==> config.mk <==
export PLATFORM = sky130hd
export DESIGN_NAME = demux1to4_pipe
export DESIGN_NICKNAME = d
export VERILOG_FILES = /design/src/rtl/demux_pkg.sv /design/src/rtl/demux_slot.sv /design/src/rtl/demux1to4_pipe.sv
export SDC_FILE = /design/constraint.sdc
export NUM_CORES = 1
export LEC_CHECK = 0
export CAP_MARGIN = 20
export CELL_PAD_IN_SITES_DETAIL_PLACEMENT = 1
export CELL_PAD_IN_SITES_GLOBAL_PLACEMENT = 1
export CORE_ASPECT_RATIO = 0.7
export CORE_MARGIN = 2
export CORE_UTILIZATION = 32
export CTS_BUF_LIST = sky130_fd_sc_hd__clkbuf_4 sky130_fd_sc_hd__clkbuf_8 sky130_fd_sc_hd__clkbuf_16
export DETAILED_ROUTE_END_ITERATION = 6
export PLACE_DENSITY_LB_ADDON = 0.1
export SYNTH_ARGS = -nofsm -noshare
export SYNTH_HDL_FRONTEND = slang
export SYNTH_SLANG_ARGS = --single-unit
export TNS_END_PERCENT = 1
==> constraint.sdc <==
create_clock -name clk -period 1.4 [get_ports clk]
set_input_delay 0.28 -clock clk [delete_from_list [all_inputs] [get_ports clk]]
set_output_delay 0.28 -clock clk [all_outputs]
set_load 0.02 [all_outputs]
==> src/rtl/demux_pkg.sv <==
// rtl/demux_pkg.sv - select codes and output count for the 1-to-4 result demultiplexer
package demux_pkg;

  localparam int NUM_OUT = 4;

  // Same S1:S0 encoding as the ALU 4-to-1 mux
  localparam logic [1:0] SEL_A = 2'b00;
  localparam logic [1:0] SEL_B = 2'b01;
  localparam logic [1:0] SEL_C = 2'b10;
  localparam logic [1:0] SEL_D = 2'b11;

endpackage

==> src/rtl/demux_slot.sv <==
// rtl/demux_slot.sv - one-entry holding register for a single demux output
module demux_slot
  import demux_pkg::*;
#(
  parameter int WIDTH = 32
) (
  input  logic             clk,
  input  logic             rst,
  input  logic             load,
  input  logic [WIDTH-1:0] load_data,
  input  logic             sink_ready,
  output logic             valid,
  output logic [WIDTH-1:0] data,
  output logic             can_load
);

  // A full slot can still take a word when its sink drains it this cycle
  assign can_load = !valid || sink_ready;

  always_ff @(posedge clk) begin
    if (rst) begin
      valid <= 1'b0;
      data  <= '0;
    end else if (load) begin
      valid <= 1'b1;
      data  <= load_data;
    end else if (valid && sink_ready) begin
      valid <= 1'b0;
    end
  end

endmodule

==> src/rtl/demux1to4_pipe.sv <==
// rtl/demux1to4_pipe.sv - registered 1-to-4 demultiplexer with per-output handshaking
module demux1to4_pipe
  import demux_pkg::*;
#(
  parameter int WIDTH = 32
) (
  input  logic             clk,
  input  logic             rst,
  input  logic             in_valid,
  output logic             in_ready,
  input  logic [1:0]       in_sel,
  input  logic [WIDTH-1:0] in_data,
  output logic [3:0]       out_valid,
  input  logic [3:0]       out_ready,
  output logic [WIDTH-1:0] out_data_a,
  output logic [WIDTH-1:0] out_data_b,
  output logic [WIDTH-1:0] out_data_c,
  output logic [WIDTH-1:0] out_data_d
);

  logic [NUM_OUT-1:0] load;
  logic [NUM_OUT-1:0] can_load;
  logic [WIDTH-1:0]   slot_data [NUM_OUT];
  logic               fire;

  assign in_ready = !rst && can_load[in_sel];
  assign fire     = in_valid && in_ready;

  always_comb begin
    load = '0;
    case (in_sel)
      SEL_A:   load[0] = fire;
      SEL_B:   load[1] = fire;
      SEL_C:   load[2] = fire;
      default: load[3] = fire;
    endcase
  end

  for (genvar k = 0; k < NUM_OUT; k++) begin : g_slot
    demux_slot #(.WIDTH(WIDTH)) u_slot (
      .clk        (clk),
      .rst        (rst),
      .load       (load[k]),
      .load_data  (in_data),
      .sink_ready (out_ready[k]),
      .valid      (out_valid[k]),
      .data       (slot_data[k]),
      .can_load   (can_load[k])
    );
  end

  assign out_data_a = slot_data[0];
  assign out_data_b = slot_data[1];
  assign out_data_c = slot_data[2];
  assign out_data_d = slot_data[3];

endmodule

Yosys cells after proc, flatten, opt, wreduce, memory -nomap -nowiden
Cells that the tools add are included.
Widths: inputs -> output; s select.
{"block": "classes", "magnitude_cmp": 1, "n_eq_ne": 2, "mux": 14, "reduce_logical": 21}
{"operator": "$mux 1", "n": 13}
{"operator": "$reduce_bool 2->1", "n": 4}
{"operator": "$logic_and 1x1->1", "n": 6}
{"operator": "$logic_not 1->1", "n": 5}
{"operator": "$logic_or 1x1->1", "n": 4}
{"operator": "$lt 2x3->1 const B", "n": 1}
{"operator": "$reduce_or 3->1", "n": 1}
{"operator": "$bmux 1 s2", "n": 1}
{"operator": "$eq 2x1->1 const B", "n": 1}
{"operator": "$eq 2x2->1 const B", "n": 1}
{"operator": "$logic_not 2->1", "n": 1}
{"block": "totals", "regBits": 132, "word_cells": 46}

Longest topological paths before layout
{"block": "logic_depth", "ltp_word": 8, "depth_mapped": 6}

Cells and area by module
Synthesis repeated with hierarchy kept, for this count alone.
{"block": "hier_totals", "hier_cells": 441, "area_unflattened_um2": 4906.0}
{"module": "demux_slot", "instances": 4, "cells_each": 108, "area_per_inst_um2": 1204.9, "seq_area_each_um2": 660.6}
{"module": "demux1to4_pipe", "instances": 1, "cells_each": 9, "area_per_inst_um2": 86.3, "seq_area_each_um2": 0.0}

Worst setup path after synthesis
No wires, ideal clock.
{"block": "synth_timing", "kind": "input -> output", "from": "in in_sel[1]", "to": "out in_ready", "arrival_ns": 1.274, "slack_ns": -0.154, "cell_stages": 4, "path_buffers": 1, "path_cell_list": "buf_2 -> inv_1 -> mux4_2 -> and2_1"}
{"block": "synth_between", "elab_chain_cells": 3}
{"element": "start, declared", "line": "demux1to4_pipe.sv:11", "rtl": "input logic [1:0] in_sel,"}
{"element": "$bmux 1 s2", "line": "demux1to4_pipe.sv:26", "rtl": "assign in_ready = !rst && can_load[in_sel];"}
{"element": "$mux 1 (not written as such)", "line": "demux1to4_pipe.sv:26"}
{"element": "$logic_and 1x1->1", "line": "demux1to4_pipe.sv:26"}
{"element": "end, declared", "line": "demux1to4_pipe.sv:10", "rtl": "output logic in_ready,"}
Every way passes these cells. The select of a mux whose other input is x is not followed.

Final worst setup path
{"block": "layout_timing", "from": "in out_ready[3]", "to": "out in_ready"}
{"block": "layout_between", "elab_chain_cells": 4}
{"element": "start, declared", "line": "demux1to4_pipe.sv:14", "rtl": "input logic [3:0] out_ready,"}
{"element": "$logic_or 1x1->1", "line": "demux_slot.sv:18", "rtl": "assign can_load = !valid || sink_ready;"}
{"element": "$bmux 1 s2", "line": "demux1to4_pipe.sv:26"}
{"element": "$mux 1 (not written as such)", "line": "demux1to4_pipe.sv:26"}
{"element": "$logic_and 1x1->1", "line": "demux1to4_pipe.sv:26"}
Every way passes these cells. The select of a mux whose other input is x is not followed.

==> flow_summary.toml <==
[synth]
yosys.area.top_type = "dfxtp_1"
synth_cells = 540
syn_avg_cell_area_um2 = 10.3
netlist_area_mm2 = 0.00558
ys_seq_elements = 132
async_flop_share_pct = 0
synthMostInstantiatedCell = "dfxtp_1"
synth-seq-area-share_pct = 47.4
synth-edff-count = 0
synth.distinct_cells = 26
synthFlopType = "dfxtp_1"
synth.top_cells.by_count = "dfxtp_1 (132), nand2_1 (64), nand4_1 (64), o311ai_0 (61), nor2b_1 (50)"
ys_warn_count = 0
synth_top_cells_by_area = "dfxtp_1 (47%), o311ai_0 (9.6%), mux2_4 (7.3%)"
netlist.area_leader.share_pct = 47.4
syn-num-nets = 581

[drt]
ant_nets = 0
routed_via_density = 5.23
drt-total-wl_mm = 19.2
wl_per_cell_um = 20.5
first_iter_violations = 293
dr.pass1.iters = 4
route.detailed.drc = 0
num_vias = 4894

[finish]
finalNetCount = 732
fin_cells = 935
multi_input_area_mm2 = 0.00267
seqCellArea_mm2 = 0.00265
fin_util_pct = 47.3
diodes = 0
num-fill-cells = 1892
final_area_mm2 = 0.00810
drive_gt1_share_pct = 24.7
areaGrowthSynthToFinish_pct = 45.1

[floorplanning]
die-area_mm2 = 0.0185
die_y_um = 114
ios = 174
die_x_um = 162
num_rows = 40
core_mm2 = 0.0171
start_util_pct = 32.6

[global_route]
grt_pass1_wl_mm = 29.9
grt_pass1_vias = 5053
gr-total-overflow = 0
antenna_found_initial = 0
track_usage_pct = 21.0
grt_max_degree = 67

[timing]
tightest_slew_ps = 730
setup_viol = 20
min_period_over_period_pct = 132
setup_tns_ps = -868
maxSlewViolCount = 0
worst_slack_ps = -451
max_freq_mhz = 540
relSlewSlack_pct = 51.3
hold_viol_final = 0
min_period_ps = 1850
rsz0062_at_grt = "yes"
skew_ps = 6.17

[pwr]
total_leakage_power_nw = 3.74
power_mw = 10.2
clock_power_share_pct = 51.0
sequentialPowerShare_pct = 38.8
ir_drop_v = 0.000607
switchingPower_mw = 2.43
swShare_pct = 23.8
pwr_density_cell_mw_per_mm2 = 1260
pwr-share-comb_pct = 10.2
p_int_mw = 7.79

[outcome]
outcome = "complete, but fails checks"
violations = "negative setup slack"

[clock_network]
clk_latency_ps = 410
clkSinkCount = 132
cts_buffers = 17
path_clk_slew_ps = 60
cts_setup_buffers = 0
cts-root-buf = "clkbuf_16"
cts_buffer_depth = 2
cts_tree = "done"
htree_levels = 4

[flow_run]
drv.max_cap_violation_count = 0

[worst_hold_path]
hold_path.class = "in -> reg"
hold_start = "rst"
whs_path_depth = 3
holdPathEnd = "g_slot[1].u_slot.valid"

[place]
place_congestion = 0.738
dpl.hpwl_mm = 12.1
place_area_mm2 = 0.00756
portBuffers = 173
dp.cells = 903

[critical_path]
worstSetupStartpointType = "input port"
cp_max_fo = 2
r2r_cells = 5
endpoint_kind = "output port"
reg2reg_to = "g_slot[1].u_slot.data[19]"
reg2reg_slack_ps = 40
critPathKind = "in -> out"
arrival_ps = 1570
required_ps = 1120
rr_startpoint = "g_slot[1].u_slot.valid"
sequential cells by signal, summed over array words and instances (netlist names):
signal               flops
g_slot.u_slot.data     128
g_slot.u_slot.valid      4
cells in the final DEF (no fill, tap or decap), types with 4 or more instances in the layout:
master,synthesis,layout
nor2b_1,50,48
nand4_1,64,64
buf_2,3,4
clkbuf_2,0,26
clkdlybuf4s50_1,0,34
o311ai_0,61,12
a21oi_1,4,4
clkdlybuf4s15_1,0,62
o311ai_1,3,49
mux2_4,27,27
and2b_1,16,16
mux2_1,4,4
dfxtp_1,132,128
bufinv_16,0,6
mux2_2,33,33
buf_4,8,20
dlygate4sd2_1,0,41
nand2_1,64,64
clkbuf_16,0,17
buf_12,0,6
dfxtp_2,0,4
logic make-up after synthesis:
group,after synthesis,share of synthesized area [%]
buffers and inverters,68,5.72
and+or+nand+nor,207,21.4
AOI/OAI and AO/OA,68,10.4
muxes,65,15.1
DFF,132,47.4
metal layers:
| metal | track usage [%] | vias to the layer above | share of wire [%] |
|---|---|---|---|
| met3 | 6.48 | 15 | 6.1 |
| met4 | 5.55 | 0 | 0.90 |
| met2 | 33.4 | 129 | 46 |
| met1 | 27.8 | 2449 | 47 |
| met5 | 0 | - | 0 |
| li1 | - | 2301 | - |
how the worst max path moves through the flow:
stage | start | to | slack (ps)
5_1_grt | g_slot[3].u_slot.valid | in_ready | -490
3_5_place_dp | out_ready[1] | in_ready | -960
3_3_place_gp | out_ready[1] | in_ready | -960
6_report | out_ready[3] | in_ready | -450
4_1_cts | g_slot[3].u_slot.valid | in_ready | -460
2_1_floorplan | rst | g_slot[2].u_slot.data[1] | -60
repair_timing:
item,in CTS,in global routing
pin swaps,3,0
hold buffers,0,0
endpoints found under the setup margin,263,134
cloned,0,0
gates resized for setup,224,104
metrics by stage:
step / worst slack (ps) / hold slack (ps)
6_report: -451 / 404
5_1_grt: -488 / 428
4_1_cts: -457 / 394
3_5_place_dp: -963 / 462
3_3_place_gp: -958 / 451
2_1_floorplan: -60.0 / 405
critical path, cell delays in order:
cell and delay [ps]:
clkdlybuf4s50_1 390, nand2b_1 160, mux4_2 460, and2_4 160, buf_6 120
layout make-up:
| class | instances | share of cell area, % |
|---|---|---|
| Inverter | 2 | 0.0927 |
| Sequential cell | 132 | 32.7 |
| Tap cell | 231 | 3.57 |
| Multi-Input combinational cell | 340 | 33.0 |
| Clock buffer | 20 | 5.69 |
| Clock inverter | 12 | 2.77 |
| Timing Repair Buffer | 198 | 22.2 |
power by group through the flow:
stage / sequential (mW) / clock (mW) / combinational, mW
2_1_floorplan: 4.20 / 0 / 0.373
3_3_place_gp: 4.04 / 0 / 1.10
3_5_place_dp: 4.04 / 0 / 1.12
4_1_cts: 3.96 / 5.29 / 1.04
5_1_grt: 3.98 / 5.50 / 1.11
6_report: 3.97 / 5.21 / 1.04
No activity file was read; power rests on OpenSTA's default activity.
